--- config.mk ---
export PLATFORM = sky130hd
export DESIGN_NAME = mul_i32_arbiter_flat
export DESIGN_NICKNAME = d
export VERILOG_FILES = /design/src/rtl/mul_i32_arbiter_if.sv /design/src/rtl/mul_i32_arbiter.sv /design/src/flat_wrapper.sv
export SDC_FILE = /design/constraint.sdc
export NUM_CORES = 1
export LEC_CHECK = 0
export CORE_AREA = 4 4 154 156
export DETAILED_ROUTE_END_ITERATION = 7
export DIE_AREA = 0 0 158 160
export PLACE_DENSITY = 0.5
export RECOVER_POWER = 25
export SLEW_MARGIN = 30
export SYNTH_ARGS = -nofsm -noshare
export SYNTH_HDL_FRONTEND = slang
export SYNTH_SLANG_ARGS = --single-unit
export TNS_END_PERCENT = 50
--- constraint.sdc ---
create_clock -name clk -period 3.3 [get_ports clk]
set_clock_uncertainty 0.1 [all_clocks]
set_input_delay 0.66 -clock clk [delete_from_list [all_inputs] [get_ports clk]]
set_output_delay 0.66 -clock clk [all_outputs]
set_load 0.02 [all_outputs]
--- src/rtl/mul_i32_arbiter_if.sv ---
// Signal bundle between requesters, the shared multiplier and mul_i32_arbiter.
// The master side is the environment and the slave side is the arbiter.
interface mul_i32_arbiter_if #(
  parameter int unsigned NUM_REQ = 4
);
  localparam int unsigned DATA_W = 32;
  localparam int unsigned CNT_W  = 4;

  logic [NUM_REQ-1:0]        req;
  logic [DATA_W*NUM_REQ-1:0] req_a;
  logic [DATA_W*NUM_REQ-1:0] req_b;
  logic [NUM_REQ-1:0]        gnt;
  logic [DATA_W-1:0]         mul_a;
  logic [DATA_W-1:0]         mul_b;
  logic                      mul_t;
  logic [DATA_W-1:0]         mul_out;
  logic [NUM_REQ-1:0]        res_valid;
  logic [DATA_W-1:0]         res_data;
  logic [CNT_W-1:0]          inflight;

  modport master (
    output req, req_a, req_b, mul_out,
    input  gnt, mul_a, mul_b, mul_t, res_valid, res_data, inflight
  );

  modport slave (
    input  req, req_a, req_b, mul_out,
    output gnt, mul_a, mul_b, mul_t, res_valid, res_data, inflight
  );
endinterface

--- src/rtl/mul_i32_arbiter.sv ---
// Round-robin arbiter sharing one fixed-latency 32-bit multiplier between NUM_REQ requesters.
// A tag pipeline routes each product back to its issuer, in issue order.
module mul_i32_arbiter #(
  parameter int unsigned NUM_REQ     = 4,
  parameter int unsigned MUL_LATENCY = 2
) (
  input logic              clk,
  input logic              rst,
  mul_i32_arbiter_if.slave bus
);
  localparam int unsigned DATA_W = 32;
  localparam int unsigned CNT_W  = 4;
  localparam int unsigned IDX_W  = $clog2(NUM_REQ);
  localparam int unsigned SUM_W  = IDX_W + 1;

  logic [IDX_W-1:0]   ptr;
  logic [IDX_W-1:0]   gidx;
  logic [SUM_W-1:0]   cand;
  logic               found;
  logic               issue;
  logic [NUM_REQ-1:0] gnt_oh;

  logic [MUL_LATENCY-1:0] tag_v;
  logic [IDX_W-1:0]       tag_idx [MUL_LATENCY];
  logic                   ret;
  logic [IDX_W-1:0]       ret_idx;

  logic [NUM_REQ-1:0] res_valid_q;
  logic [DATA_W-1:0]  res_data_q;
  logic [CNT_W-1:0]   inflight_q;

  // Round-robin search starting at ptr, wrapping at NUM_REQ; first set request wins.
  always_comb begin
    found = 1'b0;
    gidx  = '0;
    cand  = '0;
    for (int unsigned i = 0; i < NUM_REQ; i++) begin
      cand = SUM_W'(ptr) + SUM_W'(i);
      if (cand >= SUM_W'(NUM_REQ)) begin
        cand = cand - SUM_W'(NUM_REQ);
      end
      if (!found && bus.req[IDX_W'(cand)]) begin
        found = 1'b1;
        gidx  = IDX_W'(cand);
      end
    end
  end

  assign issue = found & ~rst;

  always_comb begin
    gnt_oh = '0;
    if (issue) begin
      gnt_oh[gidx] = 1'b1;
    end
  end

  assign bus.gnt   = gnt_oh;
  assign bus.mul_t = issue;
  assign bus.mul_a = issue ? bus.req_a[DATA_W*gidx +: DATA_W] : '0;
  assign bus.mul_b = issue ? bus.req_b[DATA_W*gidx +: DATA_W] : '0;

  always_ff @(posedge clk) begin
    if (rst) begin
      ptr <= '0;
    end else if (issue) begin
      ptr <= (gidx == IDX_W'(NUM_REQ - 1)) ? '0 : gidx + IDX_W'(1);
    end
  end

  // Tag pipeline: one {valid, index} stage per multiplier cycle.
  always_ff @(posedge clk) begin
    if (rst) begin
      tag_v <= '0;
    end else begin
      tag_v[0] <= issue;
      for (int unsigned i = 1; i < MUL_LATENCY; i++) begin
        tag_v[i] <= tag_v[i-1];
      end
    end
  end

  always_ff @(posedge clk) begin
    tag_idx[0] <= gidx;
    for (int unsigned i = 1; i < MUL_LATENCY; i++) begin
      tag_idx[i] <= tag_idx[i-1];
    end
  end

  assign ret     = tag_v[MUL_LATENCY-1];
  assign ret_idx = tag_idx[MUL_LATENCY-1];

  // Capture the product in the cycle its tag leaves the pipeline; data holds otherwise.
  always_ff @(posedge clk) begin
    if (rst) begin
      res_valid_q <= '0;
      res_data_q  <= '0;
    end else begin
      res_valid_q <= '0;
      if (ret) begin
        res_valid_q[ret_idx] <= 1'b1;
        res_data_q           <= bus.mul_out;
      end
    end
  end

  // An operation stays counted until its res_valid pulse has been seen.
  always_ff @(posedge clk) begin
    if (rst) begin
      inflight_q <= '0;
    end else begin
      case ({issue, |res_valid_q})
        2'b10:   inflight_q <= inflight_q + CNT_W'(1);
        2'b01:   inflight_q <= inflight_q - CNT_W'(1);
        default: inflight_q <= inflight_q;
      endcase
    end
  end

  assign bus.res_valid = res_valid_q;
  assign bus.res_data  = res_data_q;
  assign bus.inflight  = inflight_q;
endmodule

--- src/flat_wrapper.sv ---
// flat-port wrapper written by rule: the top's interface ports become plain ports
module mul_i32_arbiter_flat 
#(
  parameter int unsigned NUM_REQ     = 4,
  parameter int unsigned MUL_LATENCY = 2
)
  (clk, rst, bus_req, bus_req_a, bus_req_b, bus_mul_out, bus_gnt, bus_mul_a, bus_mul_b, bus_mul_t, bus_res_valid, bus_res_data, bus_inflight);
  mul_i32_arbiter_if #(.NUM_REQ(NUM_REQ)) bus_i ();
  input logic clk;
  input logic rst;
  input wire logic [$bits(bus_i.req)-1:0] bus_req;
  input wire logic [$bits(bus_i.req_a)-1:0] bus_req_a;
  input wire logic [$bits(bus_i.req_b)-1:0] bus_req_b;
  input wire logic [$bits(bus_i.mul_out)-1:0] bus_mul_out;
  output wire logic [$bits(bus_i.gnt)-1:0] bus_gnt;
  output wire logic [$bits(bus_i.mul_a)-1:0] bus_mul_a;
  output wire logic [$bits(bus_i.mul_b)-1:0] bus_mul_b;
  output wire logic [$bits(bus_i.mul_t)-1:0] bus_mul_t;
  output wire logic [$bits(bus_i.res_valid)-1:0] bus_res_valid;
  output wire logic [$bits(bus_i.res_data)-1:0] bus_res_data;
  output wire logic [$bits(bus_i.inflight)-1:0] bus_inflight;
  assign bus_i.req = bus_req;
  assign bus_i.req_a = bus_req_a;
  assign bus_i.req_b = bus_req_b;
  assign bus_i.mul_out = bus_mul_out;
  assign bus_gnt = bus_i.gnt;
  assign bus_mul_a = bus_i.mul_a;
  assign bus_mul_b = bus_i.mul_b;
  assign bus_mul_t = bus_i.mul_t;
  assign bus_res_valid = bus_i.res_valid;
  assign bus_res_data = bus_i.res_data;
  assign bus_inflight = bus_i.inflight;
  mul_i32_arbiter #(.NUM_REQ(NUM_REQ), .MUL_LATENCY(MUL_LATENCY)) u_core (.clk(clk), .rst(rst), .bus(bus_i));
endmodule
## After elaboration in Yosys (flattened, before gate mapping)

Memory sizes are Yosys's and may differ from the RTL's.
Index checks and enable logic that the tools add are counted.

- Flip-flop bits (word level): 44
- Memories kept: 1
- Memory bits (writable): 4
- Input bits: 294
- Output and inout bits: 109
- Word-level logic and storage cells: 76

Memories:

| name | words | bits a word | read ports | clocked after Yosys merged registers in | write ports | RTL line | RTL |
|---|---|---|---|---|---|---|---|
| u_core.tag_idx | 2 | 2 | 2 | 0 | 2 | mul_i32_arbiter.sv:24 | `logic [IDX_W-1:0] tag_idx [MUL_LATENCY];` |

- Multiplexer cells: 29
- $add $sub $neg: 10
- Shift-type cells: 2
- Order comparisons: 12
- Reductions and logical operators: 11
- Bitwise gates (word level): 3
- Eq/ne operators: 3

Operator list:

| kind | number |
|---|---|
| indexed part select 128 x 8 -> 32 bit | 2 |
| 2-to-1 mux 32 bit | 2 |
| < comparator 2 x 3 -> 1 bit (second input constant) | 6 |
| 2-to-1 mux 2 bit | 9 |
| 2-to-1 mux 1 bit | 10 |
| >= comparator 3 bit (second input constant) | 3 |
| binary-select mux 1 bit (select 2 bit) | 4 |
| case mux 4 bit (2 select lines) | 1 |
| subtractor 2 x 1 -> 2 bit (second input constant) | 4 |
| adder 2 x 2 -> 3 bit (second input constant) | 2 |
| logical AND 1 bit | 5 |
| adder 4 x 1 -> 4 bit (second input constant) | 1 |
| demux 1 bit (select 2 bit) | 2 |
| equality test 2 bit (second input constant) | 2 |
| >= comparator 2 x 1 -> 1 bit (second input constant) | 2 |
| 2-to-1 mux 4 bit | 1 |
| OR reduction 4 bit | 1 |
| subtractor 4 x 1 -> 4 bit (second input constant) | 1 |
| adder 2 x 1 -> 3 bit (second input constant) | 1 |
| >= comparator 2 x 3 -> 1 bit (second input constant) | 1 |
| zero test 1 bit | 3 |
| adder 2 x 1 -> 2 bit (second input constant) | 1 |
| equality test 2 x 1 -> 1 bit (second input constant) | 1 |
| NOT 1 bit | 2 |
| 3 further kinds | 3 |

## Depth between registers and ports, before layout

- Depth in word-level cells: 19
- Mapped depth: 9
- Depth with buffers taken out: 9

## Least setup slack after synthesis

Ideal clock, no wire load.

- Kind: input -> output
- Start point: input port bus_req[2]
- End point: output port bus_mul_a[23]
- Stages on the path: 7
- Data required time: 2540 ps
- Arrival time: 1843 ps
- Buffers on the path: 2
- Path slack: 697 ps
- Cell sequence: mux2i_1 > o22ai_2 > nor2_4 > buf_12 > buf_8 > mux2i_1 > o22ai_1

- Longest elaborated chain between the ends: 14
- Elaborated cells on any way between the ends: 25
- Those cells by class: shift: 1; mux: 17; bitwise: 1; reduce/logical: 6

RTL lines:

| element | RTL line | RTL |
|---|---|---|
| start: declaration | flat_wrapper.sv:11 | `input wire logic [$bits(bus_i.req)-1:0] bus_req;` |
| binary-select mux 1 bit (select 2 bit) | mul_i32_arbiter.sv:42 | `if (!found && bus.req[IDX_W'(cand)]) begin` |
| 2-to-1 mux 1 bit (not written as such) | mul_i32_arbiter.sv:42 |  |
| 2-to-1 mux 1 bit | mul_i32_arbiter.sv:42 |  |
| zero test 1 bit | mul_i32_arbiter.sv:42 |  |
| logical AND 1 bit | mul_i32_arbiter.sv:42 |  |
| 2-to-1 mux 1 bit | mul_i32_arbiter.sv:42 |  |
| zero test 1 bit | mul_i32_arbiter.sv:42 |  |
| logical AND 1 bit | mul_i32_arbiter.sv:42 |  |
| 2-to-1 mux 1 bit | mul_i32_arbiter.sv:42 |  |
| zero test 1 bit | mul_i32_arbiter.sv:42 |  |
| logical AND 1 bit | mul_i32_arbiter.sv:42 |  |
| 2-to-1 mux 2 bit * | mul_i32_arbiter.sv:42 |  |
| named net u_core.gidx[0] | mul_i32_arbiter.sv:17 | `logic [IDX_W-1:0] gidx;` |
| indexed part select 128 x 8 -> 32 bit * | mul_i32_arbiter.sv:60 | `assign bus.mul_a = issue ? bus.req_a[DATA_W*gidx +: DATA_W] : '0;` |
| 2-to-1 mux 32 bit * | mul_i32_arbiter.sv:60 |  |
| end: declaration | flat_wrapper.sv:16 | `output wire logic [$bits(bus_i.mul_a)-1:0] bus_mul_a;` |

The timed path passes the listed nets; every way through them passes the cells marked *. The select of a mux whose other input is x is not followed.

## Worst setup path in the final report

- Start point: input port bus_req[3]
- End point: output port bus_mul_b[0]

- Longest elaborated chain between the ends: 14
- Elaborated cells on any way between the ends: 25
- Those cells by class: shift: 1; mux: 17; bitwise: 1; reduce/logical: 6

RTL lines:

| element | RTL line | RTL |
|---|---|---|
| binary-select mux 1 bit (select 2 bit) | mul_i32_arbiter.sv:42 |  |
| 2-to-1 mux 1 bit (not written as such) | mul_i32_arbiter.sv:42 |  |
| 2-to-1 mux 1 bit | mul_i32_arbiter.sv:42 |  |
| zero test 1 bit | mul_i32_arbiter.sv:42 |  |
| logical AND 1 bit | mul_i32_arbiter.sv:42 |  |
| 2-to-1 mux 1 bit | mul_i32_arbiter.sv:42 |  |
| zero test 1 bit | mul_i32_arbiter.sv:42 |  |
| logical AND 1 bit | mul_i32_arbiter.sv:42 |  |
| 2-to-1 mux 1 bit | mul_i32_arbiter.sv:42 |  |
| zero test 1 bit | mul_i32_arbiter.sv:42 |  |
| logical AND 1 bit | mul_i32_arbiter.sv:42 |  |
| 2-to-1 mux 2 bit / 2-to-1 mux 1 bit (equally long branches) | mul_i32_arbiter.sv:42 |  |
| indexed part select 128 x 8 -> 32 bit / AND 1 bit (equally long branches) | mul_i32_arbiter.sv:61, mul_i32_arbiter.sv:49 |  |
| 2-to-1 mux 32 bit * | mul_i32_arbiter.sv:61 | `assign bus.mul_b = issue ? bus.req_b[DATA_W*gidx +: DATA_W] : '0;` |
| end: declaration | flat_wrapper.sv:17 | `output wire logic [$bits(bus_i.mul_b)-1:0] bus_mul_b;` |

Every way passes the cells marked *; elsewhere a longest branch is shown, timed or not. The select of a mux whose other input is x is not followed.

==> flow_summary.ini <==
[power_and_ir_drop]
p_leak_nw = 3.54
total_power_w = 0.00311
pwr-share-seq_pct = 21.6
peakVddDrop_v = 0.000179
p_sw_share_pct = 35.9
pwr-share-clk_pct = 15.7
comb_power_share_pct = 62.6
pwr_density_cell_mw_per_mm2 = 359
p_sw_w = 0.00112
intPower_w = 0.00200

[drt]
viasPerCell = 4.20
antenna_left = 0
first_pass_iters = 4
drtIter0Drc = 145
num_vias = 4704
routed_wl_mm = 21.2
wl_per_cell_um = 18.9
drcViolationCount = 0

[synthesis]
ys_seq_area_share_pct = 24.6
synth_area_sq_mm = 0.00390
async_flop_share_pct = 0
syn_avg_cell_area_sq_um = 9.68
yosysWarningCount = 0
synth_most_common_cell = mux2i_1
syn_inst = 403
yosysTopAreaCellShare_pct = 41.8
synth.distinct_cells = 37
synth_commonest_cells = mux2i_1, o22ai_1, dfxtp_1
yosysTopAreaCell = mux2i_1
synth-edff-count = 0
ys.flop_type = dfxtp_1
syn-num-nets = 704
ys_ff_latch = 48
netlist_top_cells_area = mux2i_1, dfxtp_1, o22ai_1

[sta]
period_share_pct = 97.3
hold_viol = 0
fmax_mhz = 311
worst_slew_pin_slew_ns = 1.88
maxSlewViolCount = 41
finalWorstPathRequiredPeriod_ns = 3.21
rsz0062_at_grt = true
slew_headroom_pct = -25.6
tns_ns = 0
hold_ws_ns = 0.230
setup_viol_count_final = 0

[floorplanning]
ios = 403
core-area_sq_mm = 0.0224
rows = 55
die_h_um = 160
dieArea_sq_mm = 0.0253
initial_utilization_pct = 17.4
fp.dieW_um = 158

[status]
violations = capacitance limit, slew limit
status = finished with violations

[global_routing]
overflow = 0
grt_pass1_vias = 4920
antenna_found_initial = 2
grt_pass1_wl_mm = 30.2
grt_max_degree = 45
grt_usage_pct = 15.6

[layout]
area_growth_pct = 122
fin_nets = 1134
drive_gt1_share_pct = 16.4

[worst_hold_path]
hold_end = u_core.tag_idx[0][2]$_DFF_P_
whs_path_depth = 0
hold_path.class = reg2reg
min-delay-start = u_core.tag_idx[0][0]$_DFF_P_

[setup_path]
worstPathRequired_ns = 2.54
r2r-start = u_core.bus.res_valid[1]$_SDFF_PP0_
start_kind = input pin
path_max_fanout = 10
crit_start = bus_req[3]
critPathKind = in2out
worstPathArrival_ns = 2.45
reg2reg_depth = 8
r2r_slack_ns = 1.02
r2r-end = u_core.bus.inflight[2]$_SDFFE_PP0P_
end_kind = output pin

[placement]
portBuffers = 402
hpwl_mm = 17.9
gp_congestion = 0.849

[cts]
tritoncts = yes
clock_path_buffers = 2
clock_latency_ns = 0.28
cts_sinks = 48
cts_root_buf = clkbuf_16
htree_levels = 2
numCtsBuffers = 5
clk_transition_reported_paths_ns = 0.06

[run]
cap_violations = 1
[cells by family (layout without fill, tap and decap cells)]
group,count (synthesis),in the layout,synth area share [%]
buffers and inverters,39,470,9.75
XOR/XNOR,4,4,0.898
multiplexers,163,163,41.8
AO/OA/AOI/OAI,79,79,12.5
flip-flops,48,48,24.6
adder cells (fa/ha/maj),7,7,2.25
other,0,2,0
AND/OR/NAND/NOR,63,63,8.08
[layer usage]
metal	wire length [um]	up-vias	part of all wire, %	global-route usage [%]
met3	2330	20	11	5.61
met2	10700	224	51	27.7
li1	-	2366	-	-
met4	402	0	1.9	3.84
met1	7760	2094	37	17.6
met5	0	-	0	0
[worst max-delay path by stage]
stage	slack, ns	cells past startpoint	endpoint
2_1_floorplan	0.70	7	bus_mul_a[23]
3_3_place_gp	-0.58	10	bus_mul_b[25]
3_5_place_dp	-0.57	10	bus_mul_b[10]
4_1_cts	-0.02	11	bus_mul_b[0]
5_1_grt	-0.01	11	bus_mul_b[0]
6_report	0.09	10	bus_mul_b[0]
[final cells by class]
type                    count  area, sq um
flip-flops and latches     48          965
inverters                   5         21.3
clock inverters             3         18.8
clock buffers               5          125
fillers                  2301        13700
diodes                      2         5.00
multi-input cells         316         2640
repair buffers            457         4530
well taps                 285          357
[registers in the layout (all words and copies together) (netlist names)]
register / count
u_core.bus.inflight: 4
u_core.bus.res_valid: 4
u_core.ptr: 2
u_core.tag_v: 2
u_core.bus.res_data: 32
u_core.tag_idx: 4
[critical path, cell delays in order]
cell	delay, ns
dlygate4sd2_1	0.28
buf_4	0.17
o22ai_4	0.19
nor2_4	0.05
buf_12	0.14
buf_12	0.14
bufbuf_16	0.28
mux2i_4	0.19
o22ai_2	0.14
buf_4	0.19
[what timing repair did]
item | 4_1_cts | 5_1_grt
pin swaps | 2 | 0
setup endpoints to repair | 68 | 64
hold buffers | 0 | 0
resized for setup | 176 | 43
buffers inserted | 2 | 0
cloned | 3 | 0
[power by group through the flow]
| stage | logic (W) | clock network (W) | registers (W) |
|---|---|---|---|
| global route | 0.00208 | 0.000537 | 0.000682 |
| global placement | 0.00195 | 0 | 0.000684 |
| CTS | 0.00197 | 0.000515 | 0.000673 |
| detailed placement | 0.00194 | 0 | 0.000686 |
| finish | 0.00195 | 0.000490 | 0.000674 |
| floorplan | 0.000996 | 0 | 0.000703 |
[cell usage in the layout (no fill, tap or decap), types with 4 or more instances in the layout]
cell type,instances
ha_1,7
o22ai_1,61
buf_4,41
mux2i_1,155
clkbuf_16,5
nor2_1,38
o21ai_0,4
dlygate4sd2_1,8
clkdlybuf4s15_2,18
clkbuf_2,15
buf_2,15
mux2i_2,6
clkdlybuf4s15_1,11
buf_12,12
a21oi_1,7
clkdlybuf4s50_1,330
and2_1,4
dfxtp_1,47
[through the flow]
stage | cell area, sq um | setup slack [ns] | utilization [%] | instances
4_1_cts | 8690 | -0.0157 | 38.8 | 1119
5_1_grt | 8660 | -0.0148 | 38.7 | 1121
3_5_place_dp | 8440 | -0.573 | 37.8 | 1106
2_1_floorplan | 3900 | 0.697 | - | 403
3_3_place_gp | 8440 | -0.581 | 37.7 | 1106
6_report | 8660 | 0.0891 | 38.7 | 1121
Note: power is estimated with default switching activity, not from simulation.
